**src/rtl/sipo_deser.sv**
```systemverilog
// sipo_deser: serial-in parallel-out deserializer.
// Assembles a serial bit stream into WIDTH-bit words and presents each word in
// a one-word holding register (q / q_valid / q_ready).
// Optional feature macro: SIPO_PARITY_EN adds a trailing parity bit per word
// (DATA -> PAR phase) and drives q_perr. ODD_PARITY selects the parity sense.
//
// Handshake semantics (both sides):
//   A transfer happens on a posedge where valid && ready are both 1.
//   Serial side: sin_valid/sin_ready. sin_ready only drops when the next
//   accepted bit would complete a word while the holding register is full and
//   not being drained this cycle. It is combinational from q_ready.
//   Parallel side: q_valid/q_ready. q_valid stays high and q stays stable until
//   q_ready is seen. A drain and a completion on the same edge reload q
//   without a bubble.
module sipo_deser #(
  parameter int WIDTH      = 4,
  parameter int MSB_FIRST  = 1,
  parameter int ODD_PARITY = 0
) (
  input  logic             clk,
  input  logic             clr,
  input  logic             sin,
  input  logic             sin_valid,
  output logic             sin_ready,
  input  logic             flush,
  output logic [WIDTH-1:0] q,
  output logic             q_valid,
  input  logic             q_ready,
  output logic             q_perr,
  output logic             busy
);

  // Parameter sanity checks at elaboration.
  if (WIDTH < 2) begin : g_width_check
    $error("sipo_deser: WIDTH must be at least 2");
  end
  if ((ODD_PARITY != 0) && (ODD_PARITY != 1)) begin : g_parity_check
    $error("sipo_deser: ODD_PARITY must be 0 or 1");
  end

  localparam int CW = (WIDTH > 2) ? $clog2(WIDTH) : 1;
  localparam logic [CW-1:0] LAST_IDX = CW'(WIDTH - 1);

  // DATA: collecting data bits. PAR: waiting for the parity bit.
  typedef enum logic {
    PH_DATA = 1'b0,
    PH_PAR  = 1'b1
  } phase_t;

  phase_t           phase, phase_nxt;
  logic [CW-1:0]    count, count_nxt;
  logic [WIDTH-1:0] sr, sr_nxt, sr_shift;
  logic [WIDTH-1:0] q_r, q_nxt;
  logic             q_valid_r, q_valid_nxt;
  logic             last_data;
  logic             completing_next;
  logic             accept;
  logic             load;

  // Shift direction decides where the first received bit ends up.
  if (MSB_FIRST != 0) begin : g_msb_first
    assign sr_shift = {sr[WIDTH-2:0], sin};
  end else begin : g_lsb_first
    assign sr_shift = {sin, sr[WIDTH-1:1]};
  end

  assign last_data = (phase == PH_DATA) && (count == LAST_IDX);

`ifdef SIPO_PARITY_EN
  // The parity bit is the one that completes a word.
  assign completing_next = (phase == PH_PAR);
`else
  // The WIDTH-th data bit completes a word.
  assign completing_next = last_data;
`endif

  assign sin_ready = !(completing_next && q_valid_r && !q_ready);
  assign accept    = sin_valid && sin_ready && !flush;

  // Next-state logic for the assembly path and the holding register.
  always_comb begin
    phase_nxt   = phase;
    count_nxt   = count;
    sr_nxt      = sr;
    q_nxt       = q_r;
    q_valid_nxt = q_valid_r;
    load        = 1'b0;

    if (flush) begin
      phase_nxt = PH_DATA;
      count_nxt = '0;
      sr_nxt    = '0;
    end else if (accept) begin
      if (phase == PH_DATA) begin
        sr_nxt = sr_shift;
        if (last_data) begin
          count_nxt = '0;
`ifdef SIPO_PARITY_EN
          phase_nxt = PH_PAR;
`else
          q_nxt = sr_shift;
          load  = 1'b1;
`endif
        end else begin
          count_nxt = count + CW'(1);
        end
      end else begin
        // Parity bit: the data word is already complete in sr.
        phase_nxt = PH_DATA;
        q_nxt     = sr;
        load      = 1'b1;
      end
    end

    if (load) begin
      q_valid_nxt = 1'b1;
    end else if (q_valid_r && q_ready) begin
      q_valid_nxt = 1'b0;
    end
  end

  // State registers; clr wins over every other input.
  always_ff @(posedge clk) begin
    if (clr) begin
      phase     <= PH_DATA;
      count     <= '0;
      sr        <= '0;
      q_r       <= '0;
      q_valid_r <= 1'b0;
    end else begin
      phase     <= phase_nxt;
      count     <= count_nxt;
      sr        <= sr_nxt;
      q_r       <= q_nxt;
      q_valid_r <= q_valid_nxt;
    end
  end

`ifdef SIPO_PARITY_EN
  localparam logic ODD_BIT = (ODD_PARITY != 0);
  logic perr_r;

  // Parity flag follows the word into the holding register.
  always_ff @(posedge clk) begin
    if (clr) begin
      perr_r <= 1'b0;
    end else if (!flush && accept && (phase == PH_PAR)) begin
      perr_r <= ((^sr) ^ sin) != ODD_BIT;
    end
  end

  assign q_perr = perr_r;
`else
  assign q_perr = 1'b0;
`endif

  assign q       = q_r;
  assign q_valid = q_valid_r;
  assign busy    = (count != '0) || (phase == PH_PAR);

endmodule

```
**config.mk**
```make
export PLATFORM = sky130hd
export DESIGN_NAME = sipo_deser
export DESIGN_NICKNAME = d
export VERILOG_FILES = /design/src/rtl/sipo_deser.sv
export SDC_FILE = /design/constraint.sdc
export NUM_CORES = 1
export LEC_CHECK = 0
export CELL_PAD_IN_SITES_DETAIL_PLACEMENT = 0
export CELL_PAD_IN_SITES_GLOBAL_PLACEMENT = 1
export CORE_MARGIN = 4
export CORE_UTILIZATION = 32
export CTS_CLUSTER_SIZE = 12
export DETAILED_ROUTE_END_ITERATION = 8
export GPL_TIMING_DRIVEN = 0
export PLACE_DENSITY = 0.85
export SETUP_SLACK_MARGIN = 0.02
export SKIP_LAST_GASP = 1
export SLEW_MARGIN = 30
export SYNTH_ARGS = -nofsm -noshare
export SYNTH_HDL_FRONTEND = slang
export SYNTH_SLANG_ARGS = --single-unit
```
**constraint.sdc**
```tcl
create_clock -name clk -period 1.4 [get_ports clk]
set_input_delay 0.35 -clock clk [delete_from_list [all_inputs] [get_ports clk]]
set_output_delay 0.35 -clock clk [all_outputs]
set_load 0.1 [all_outputs]
```
# ---- Yosys cells after proc, flatten, opt, wreduce, memory -nomap -nowiden
# Index checks and enable logic that the tools add are counted.
dict set report totals {
  output_inout_bits 8
  rom_bits 0
  mem_bits_rw 0
  elab_cells 26
  latchBits 0
  memories 0
  inputBits 6
  register_bits 10
}
dict set report classes {
  order_cmp 0
  reduce_logical 12
  n_addsub 1
  shifts 0
  mul 0
  div 0
  bitwise_logic 1
  n_eq_ne 1
  muxes 7
}
# operator n
set ops {}
lappend ops {{1-bit logical AND} 5}
lappend ops {{1-bit 2-to-1 mux} 5}
lappend ops {{4-bit 2-to-1 mux} 1}
lappend ops {{2-bit nonzero test} 2}
lappend ops {{1-bit logical NOT} 3}
lappend ops {{3-bit AND reduction} 1}
lappend ops {{2-bit by 1-bit adder with 2-bit output (second input constant)} 1}
lappend ops {{2-bit == test (second input constant)} 1}
lappend ops {{2-bit 2-to-1 mux} 1}
lappend ops {{2-bit OR reduction} 1}
lappend ops {{1-bit NOT} 1}

# ---- Depth between registers and ports, before layout
dict set report logic_depth {
  depth_word 9
  ltp_mapped 4
  ltp_nobuf 4
}

# ---- Worst setup path after synthesis
# No wires, ideal clock.
dict set report synth_timing {
  path_type {reg2reg}
  start {register q_valid_r, in the netlist q_valid}
  end {register count[1]}
  path_slack_ns -1.315
  setup_time_ns 0.075
  arrival_ns 2.640
  period_less_slack_ns 2.715
  n_path_buf 0
  required_time_ns 1.325
  stages_incl_launch_ff 4
  cell_sequence {dfxtp_1 nand3b_1 nand2_1 mux2i_1}
}
dict set report synth_between {
  elab_chain_len 5
}
# element line_no
set synth_rtl {}
lappend synth_rtl {{start: declaration} 54} ;# logic q_valid_r, q_valid_nxt;
lappend synth_rtl {{start signal: assignment} 135} ;# q_valid_r <= q_valid_nxt;
lappend synth_rtl {{1-bit logical AND (2 in a row)} 77} ;# assign sin_ready = !(completing_next && q_valid_r && !q_ready);
lappend synth_rtl {{1-bit logical NOT} 77}
lappend synth_rtl {{via sin_ready} 24} ;# output logic sin_ready,
lappend synth_rtl {{1-bit logical AND (2 in a row)} 78} ;# assign accept = sin_valid && sin_ready && !flush;
lappend synth_rtl {{end signal: assignment} 132} ;# count <= count_nxt;
lappend synth_rtl {{end: declaration} 51} ;# logic [CW-1:0] count, count_nxt;
# The timed path passes the listed nets, and every way through them passes these cells.
# A chain may end at the register's enable or synchronous reset.

# ---- Final worst setup path
dict set report layout_timing {
  start {register count[0]}
  end {output sin_ready}
}
dict set report layout_between {
  elab_chain_len 4
}
# element line_no
set layout_rtl {}
lappend layout_rtl {{2-bit == test} 67} ;# assign last_data = (phase == PH_DATA) && (count == LAST_IDX);
lappend layout_rtl {{1-bit logical AND (2 in a row)} 77}
lappend layout_rtl {{1-bit logical NOT} 77}
lappend layout_rtl {{end: declaration} 24}
# Every way passes these cells.

==> flow_summary.yaml <==
pwr:
  powerDensity_nw_per_um2: 798
  peakVddDrop_uv: 416
  leakagePower_nw: 0.286
  finalPower_uw: 570
placed_design:
  port_buffers: 11
  finalWeightedCongestion: 0.641
  dpl.hpwl_um: 641
  dpl_worst_slack_ns: -1.09
global_routing:
  grt_pass1_wl_mm: 1.64
  grt-ovfl-total: 0
  antenna_found_initial: 0
  grt_max_degree: 11
  grt_pass1_vias: 412
  grt.total_usage: 0.103
setup_path:
  startpoint_type: "flop"
  cp_slowest_stage_delay_ns: 0.36
  path_cells: "ha_4 -> nand3b_1 -> buf_12"
  crit_family: "flip-flops"
  arrival_ns: 1.12
  worst-path-buf-inv: 1
  crit_type: "flop to output pin"
  end_kind: "output pin"
  crit_slowest_cell: "dfxtp_4"
  critPathRequiredTime_ns: 1.05
  cp_max_fo: 4
finish:
  fillers: 138
  mostFrequentLayoutCell: "nand2b_1"
  final_nets: 79
  utilization: 0.523
  mostFrequentLayoutCells: "nand2b_1 (9), mux2i_1 (8), nand2_1 (7), buf_4 (7), dfxtp_1 (7)"
  area_growth_pct: 45.7
  diodes: 0
  final_layout_size_suffix_gt1_frac: 0.357
  seqCellArea_um2: 211
  multi_input_area_um2: 284
floorplanning:
  die_h_um: 47.2
  io_pins: 14
  core_area_um2: 1370
  start_util: 0.359
  rows: 13
  dieWidth_um: 47.2
  dieArea_um2: 2220
synthesis:
  synth_seq_cells: 10
  avgSynthCellArea_um2: 9.43
  ys_warn_count: 0
  synth-compound-area-share: 0.0332
  ys_types: 18
  syn_nets: 60
  ys_seq_area_frac: 0.408
  synth_top_family_by_area: "simple AND/OR/NAND/NOR gates"
  yosys.area_share.xor_xnor: 0
  netlist_instances: 52
  synth_mux_area_frac: 0.163
  synthesis.area_um2: 490
  synth_adder_area_share: 0.0510
  yosys.area_share.simple: 0.268
route:
  wirelength_um: 911
  vias: 389
  drc: 0
  drt-wirelength-per-cell_um: 10.7
  dr.pass1.iters: 3
  first_iter_violations: 4
  via_per_inst: 4.58
  drt.antenna.violating_nets: 0
run:
  cap_violations: 0
sta:
  rsz0062_at_grt: "true"
  max_freq_ghz: 0.682
  fin_skew_ns: 0.00897
  slew_violations: 0
  period_needed_ns: 1.47
  tns_ns: -0.124
  postLayoutSetupSlackWorst_ns: -0.0656
  setup_viol: 2
  fin_crit_sh: 1.05
  final_hold_viol_count: 0
outcome:
  violations: "setup timing"
  status: "complete, but fails checks"
clock_network:
  cts-root-buf: "clkbuf_4"
  htree_levels: 1
  cts_made_buffers: 3
  cts_sinks: 10
  path_clk_slew_ns: 0.07
  clock_path_buffers: 2
  clkLatencyLatePin_ns: 0.26
  cts_tree: "built"
min_path:
  hold_path.class: "flop to flop"
==> worst paths after layout <==
kind                    startpoint                    end  slack [ns]  depth (start not counted)
max          count[0]$_SDFFE_PP0P_              sin_ready       -0.07                          3
min             sr[0]$_SDFFE_PP0P_      q[1]$_SDFFE_PP0P_        0.47                          2
max reg2reg  count[1]$_SDFFE_PP0P_  count[1]$_SDFFE_PP0P_        0.23                          5
min reg2reg     sr[0]$_SDFFE_PP0P_      q[1]$_SDFFE_PP0P_        0.47                          2
==> what timing repair did <==
action                     4_1_cts  5_1_grt
resized for setup               51        6
pin swaps                        3        1
setup endpoints to repair        7       11
setup buffers                    3        1
hold buffers                     0        0
==> cells by family after synthesis <==
group | Yosys count
AO/OA/AOI/OAI | 3
adder cells (fa/ha/maj) | 2
buffers and inverters | 6
flip-flops | 10
multiplexers | 8
other | 1
AND/OR/NAND/NOR | 22
==> sequential cells by signal, indices dropped and copies added, names as in the netlist <==
signal and flops:
q 4, sr 3, q_valid 1, count 2
==> cell usage after synthesis <==
cell       n  area, µm²
a21oi_1    1       5.00
inv_1      3       11.3
conb_1     1       3.75
mux2i_1    8       80.1
nor2b_2    1       8.76
a31oi_1    1       6.26
clkbuf_1   1       3.75
buf_6      1       11.3
nor2_4     1       11.3
and3_4     1       11.3
nand2_1    8       30.0
nand2b_1   9       56.3
nor2b_1    1       6.26
buf_4      1       7.51
dfxtp_1   10        200
o21ai_0    1       5.00
ha_1       2       25.0
nand3b_1   1       7.51
==> where the power goes <==
part	switching, mW	internal, mW	total [mW]
Combinational	0.0468	0.0348	0.0816
Clock	0.0933	0.110	0.203
Sequential	0.00272	0.282	0.285
Total	0.143	0.427	0.570
==> routing by layer <==
layer	track usage	wire length, µm	vias to the layer above
met4	0.0331	0	0
met1	0.119	359	181
met5	0	0	-
li1	-	-	199
met3	0.0345	47	0
met2	0.179	504	9
==> per-stage QoR <==
| step | std cells | instance area [µm²] | hold slack [ns] |
|---|---|---|---|
| floorplan | 52 | 500 | 0.439 |
| global placement | 78 | 629 | 0.449 |
| detailed placement | 78 | 629 | 0.453 |
| CTS | 85 | 687 | 0.450 |
| global route | 85 | 714 | 0.484 |
| finish | 85 | 714 | 0.466 |
==> worst reg2reg max path: cells and delay by family (launching register included) <==
family / cells / cell delay, ns
fa+ha+maj: 1 / 0.13
buf+inv: 1 / 0.19
flops: 1 / 0.36
mux: 1 / 0.17
simple gates: 2 / 0.23
==> cell type report <==
cell class,instances,area share
Timing Repair Buffer,14,0.191
Inverter,3,0.0210
Sequential cell,10,0.296
Clock buffer,4,0.0368
Multi-Input combinational cell,36,0.398
Buffer,3,0.0315
Tap cell,15,0.0263
No activity file was read; power rests on OpenSTA's default activity.
